==> src/rtl/shift_arb_pkg.sv <==
// shift_arb_pkg: shared types and defaults for the shift arbiter
package shift_arb_pkg;
    typedef enum logic {EMPTY, FULL} outq_state_t;
    localparam int DEF_WIDTH = 8;
    localparam int DEF_NREQ = 4;
endpackage

==> src/rtl/shifter.sv <==
// shifter: combinational logical/arithmetic barrel shifter
module shifter #(
    parameter int WIDTH = 8,
    localparam int SW = $clog2(WIDTH)
) (
    input  logic [WIDTH-1:0] din,
    input  logic [SW-1:0]    shamt,
    input  logic             right,
    input  logic             arith,
    output logic [WIDTH-1:0] dout
);
    logic signed [WIDTH-1:0] sra;
    always_comb begin
        sra = $signed(din) >>> shamt;
        dout = right ? (arith ? sra : din >> shamt) : din << shamt;
    end
endmodule

==> src/rtl/shift_arbiter.sv <==
// shift_arbiter: round-robin sharing of one shifter between NREQ requesters
module shift_arbiter import shift_arb_pkg::*; #(
    parameter int WIDTH = DEF_WIDTH,
    parameter int NREQ = DEF_NREQ,
    localparam int SW = $clog2(WIDTH),
    localparam int IDW = $clog2(NREQ)
) (
    input  logic                  clk,
    input  logic                  reset_n,
    input  logic [NREQ-1:0]       req_valid,
    output logic [NREQ-1:0]       req_ready,
    input  logic [NREQ*WIDTH-1:0] req_din,
    input  logic [NREQ*SW-1:0]    req_shamt,
    input  logic [NREQ-1:0]       req_right,
    input  logic [NREQ-1:0]       req_arith,
    output logic                  res_valid,
    input  logic                  res_ready,
    output logic [WIDTH-1:0]      res_dout,
    output logic [IDW-1:0]        res_id
);
    outq_state_t state_q, state_d;
    logic [WIDTH-1:0] res_dout_q, res_dout_d, sh_dout;
    logic [IDW-1:0] res_id_q, res_id_d, last_grant_q, last_grant_d, grant;
    logic found, can_accept, xfer;

    // Lowest offset from last+1 wins; NREQ is a power of two so the index wraps for free.
    function automatic logic [IDW:0] rr_pick(input logic [NREQ-1:0] v, input logic [IDW-1:0] last);
        logic [IDW-1:0] idx;
        rr_pick = '0;
        for (int k = NREQ; k >= 1; k--) begin
            idx = last + IDW'(k);
            if (v[idx]) rr_pick = {1'b1, idx};
        end
    endfunction

    shifter #(.WIDTH(WIDTH)) u_shifter (
        .din  (req_din[grant*WIDTH +: WIDTH]),
        .shamt(req_shamt[grant*SW +: SW]),
        .right(req_right[grant]),
        .arith(req_arith[grant]),
        .dout (sh_dout)
    );

    always_comb begin
        {found, grant} = rr_pick(req_valid, last_grant_q);
        can_accept = state_q == EMPTY || res_ready;
        req_ready = (found && can_accept && reset_n) ? NREQ'(1) << grant : '0;
        xfer = |(req_valid & req_ready);
        state_d = xfer ? FULL : (res_ready ? EMPTY : state_q);
        res_dout_d = xfer ? sh_dout : res_dout_q;
        res_id_d = xfer ? grant : res_id_q;
        last_grant_d = xfer ? grant : last_grant_q;
    end

    always_ff @(posedge clk) begin
        if (!reset_n) begin
            state_q <= EMPTY;
            res_dout_q <= '0;
            res_id_q <= '0;
            last_grant_q <= IDW'(NREQ - 1);
        end else begin
            state_q <= state_d;
            res_dout_q <= res_dout_d;
            res_id_q <= res_id_d;
            last_grant_q <= last_grant_d;
        end
    end

    assign res_valid = state_q == FULL;
    assign res_dout = res_dout_q;
    assign res_id = res_id_q;
endmodule

==> config.mk <==
export PLATFORM = sky130hd
export DESIGN_NAME = shift_arbiter
export DESIGN_NICKNAME = d
export VERILOG_FILES = /design/src/rtl/shift_arb_pkg.sv /design/src/rtl/shifter.sv /design/src/rtl/shift_arbiter.sv
export SDC_FILE = /design/constraint.sdc
export NUM_CORES = 1
export LEC_CHECK = 0
export BUFFER_PORTS_ARGS = -buffer_cell sky130_fd_sc_hd__buf_4
export CAP_MARGIN = 15
export CORE_MARGIN = 5
export CORE_UTILIZATION = 36
export DETAILED_ROUTE_END_ITERATION = 10
export MAX_ROUTING_LAYER = met4
export PLACE_DENSITY = 0.67
export RECOVER_POWER = 25
export REMOVE_ABC_BUFFERS = 1
export SETUP_SLACK_MARGIN = 0.05
export SYNTH_ARGS = -nofsm -noshare
export SYNTH_HDL_FRONTEND = slang
export SYNTH_SLANG_ARGS = --single-unit
==> constraint.sdc <==
create_clock -name clk -period 3.15 [get_ports clk]
set_input_delay 0.63 -clock clk [delete_from_list [all_inputs] [get_ports clk]]
set_output_delay 0.63 -clock clk [all_outputs]
set_load 0.01 [all_outputs]
==> flow_summary_export.csv <==
group,metric,value,unit
clock_network,cts_buffer_depth,2,
timing,finalClockSkew,0.00189,ns
run_status,status,"complete, no violations",
timing,finalSetupViolations,0,
global_routing,grt-ovfl-total,0,
timing,worst_slew_margin_rel,70.7,%
floorplan,start_util,37.6,%
floorplan,die_h,80.7,um
synthesis,synth-compound-area-share,46.8,%
synthesis,synth.distinct_cells,51,
setup_path,cp_max_fo,13,
detailed_routing,routedWlPerCell,16.0,um
cells_and_area,final_cell_mix,"buf_4 (86), o21ai_0 (32), mux2i_1 (24)",
synthesis,synth_edf_count,0,
clock_network,insertion_delay,0.24,ns
synthesis,synth_flop_cell,"dfxtp_1",
clock_network,cts_resized,0,
cells_and_area,drive_above_1_share,37.2,%
global_routing,grt_use_total,18.3,%
power,ir_drop,0.296,mV
synthesis,synth-xor-area-share,0,%
detailed_routing,viasPerCell,5.73,
power,total_power,1.05,mW
floorplan,core_area,0.00479,mm2
timing,whs,0.459,ns
clock_network,clkTransAtPathRegs,0.06,ns
setup_path,crit_path_cell_trace,"buf_4 -> o211a_1 -> or2_1 -> o21ai_4 -> a32o_2 -> mux2i_1 -> mux2i_1 -> mux2i_1 -> o31ai_2",
clock_network,cts_hold_buffers,0,
cells_and_area,ff_latch_area,260,um2
setup_path,worstSetupPathType,"in -> reg",
detailed_routing,dr.pass1.iters,4,
floorplan,dieArea,0.00652,mm2
synthesis,syn_inst,229,
timing,rsz0062_at_grt,"false",
detailed_routing,drt_iter0_drc,95,
detailed_routing,wl,5.94,mm
timing,worstMarginPinSlew,0.440,ns
placed_design,dp_hpwl,4.67,mm
timing,fmax,371,MHz
global_routing,grt_start_max_net_pins,28,
cells_and_area,nFillCells,496,
synthesis,synth_warnings,0,
setup_path,cp.required,3.28,ns
synthesis,synth.avg_cell_area,7.86,um2
timing,setup_tns,0,ns
synthesis,synth_top_family_by_area,"compound AO/OA/AOI/OAI gates",
clock_network,clock-root-buffer,"clkbuf_8",
timing,slew_viol_final,0,
synthesis,yosys_register_bits,13,
placed_design,globalplace.congestion,0.914,
global_routing,grt_pass1_wl,9.40,mm
timing,period_minus_slack,2.70,ns
clock_network,cts.htree.levels,1,
synthesis,async_flop_share,0,%
floorplan,ioPinCount,74,
clock_network,cts_tree,"yes",
setup_path,worstSetupEndpointType,"register",
cells_and_area,final_common_cell,"buf_4",
setup_path,cp_slowest_cell,"a32o_2",
synthesis,seq_area_frac_synth,14.5,%
power,leakagePower,1.02,nW
floorplan,row_count,25,
setup_path,start_kind,"input pin",
synthesis,synthSimpleGateAreaFrac,17.6,%
flow_run,cap_violations,0,
global_routing,grt_pass1_vias,2056,
clock_network,cts_buffers,3,
clock_network,post-cts-setup-buffers,0,
timing,postLayoutSetupSlackWorst,0.453,ns
synthesis,netlist_area,0.00180,mm2
setup_path,cp_data_arrival_time,2.83,ns
detailed_routing,drc,0,
placed_design,dpl_worst_slack,0.209,ns
cells_and_area,layout.nets,364,
worst_hold_path,hp-class,"reg -> reg",
global_routing,antenna_found_initial,0,
floorplan,die_w,80.7,um
setup_path,slowest_delay,0.43,ns
timing,hold_violations,0,
cells_and_area,area_growth,36.8,%
cells_and_area,multi_input_area,0.00140,mm2
detailed_routing,num_vias,2125,
synthesis,synthAdderAreaFrac,0,%
detailed_routing,antenna_left,0,
cells_and_area,diodes,0,
synthesis,synth_mux_area_share,13.3,%
clock_network,cts.sinks,13,
placed_design,numPortBuffers,73,
setup_path,crit_path_frequent_cell,"mux2i_1",
power,powerDensity,428,mW/mm2
setup_path,r2r_setup_slack,0.58,ns
timing,fin_crit_sh,85.6,%
where the power goes:
| part | internal (mW) | total, mW | switching, mW |
|---|---|---|---|
| Clock | 0.0895 | 0.152 | 0.0624 |
| Sequential | 0.193 | 0.210 | 0.0170 |
| Combinational | 0.308 | 0.693 | 0.385 |
| Total | 0.591 | 1.05 | 0.464 |
synthesized netlist by cell type, types with 2 or more instances:
cell      instances  area [um2]
a21oi_1           9        45.0
a31oi_1           6        37.5
a32oi_1          15         131
a32oi_2          11         179
buf_2            11        55.1
buf_4             3        22.5
buf_6             4        45.0
clkbuf_1          4        15.0
dfxtp_1          13         260
mux2i_1          24         240
nand2_1          20        75.1
nand3_1          17        85.1
nor2_1           11        41.3
nor3_1            5        25.0
o211ai_1          2        15.0
o21ai_0          32         160
o21ai_1           5        25.0
o22ai_1           2        12.5
o31ai_1           3        22.5
per-stage QoR:
stage                     instance area, um2  utilization, %  std cells
after CTS                               2490            52.0        371
after detailed placement                2440            51.1        367
after global placement                  2440            51.1        367
final                                   2460            51.5        371
after floorplan                         1660               -        207
after global routing                    2460            51.5        371
flip-flops by register name (all words and copies together) (netlist names):
name          cells
last_grant_q      2
res_dout          8
res_id            2
res_valid         1
cell families after synthesis:
group	after synthesis
AO/OA/AOI/OAI	103
flip-flops	13
AND/OR/NAND/NOR	66
buffers and inverters	23
multiplexers	24
worst max-delay path, delay by kind of cell:
family / cells / cell delay (ns)
compound gates: 4 / 0.97
mux: 3 / 0.71
simple gates: 1 / 0.39
buf+inv: 1 / 0.12
layout make-up:
type	count	share of cell area, %
clock buffers	4	1.83
inverters	1	0.152
multi-input cells	193	56.8
flip-flops and latches	13	10.6
well taps	67	3.40
repair buffers	93	27.3
per-layer routing:
| layer | up-vias | GRT usage (%) | wire length, um |
|---|---|---|---|
| met1 | 1005 | 24.0 | 2810 |
| met2 | 62 | 30.2 | 2750 |
| met4 | 0 | 4.56 | 31 |
| li1 | 1054 | - | - |
| met5 | - | - | 0 |
| met3 | 4 | 1.79 | 359 |
final timing paths:
kind,startpoint,to,cells after the start
min,res_id[1]$_SDFFE_PN0P_,res_id[1]$_SDFFE_PN0P_,2
max,req_valid[1],res_dout[3]$_SDFFE_PN0P_,9
max reg2reg,last_grant_q[1]$_SDFFE_PN1P_,res_dout[0]$_SDFFE_PN0P_,10
min reg2reg,res_id[1]$_SDFFE_PN0P_,res_id[1]$_SDFFE_PN0P_,2
Power figures use the tool's default switching activity.
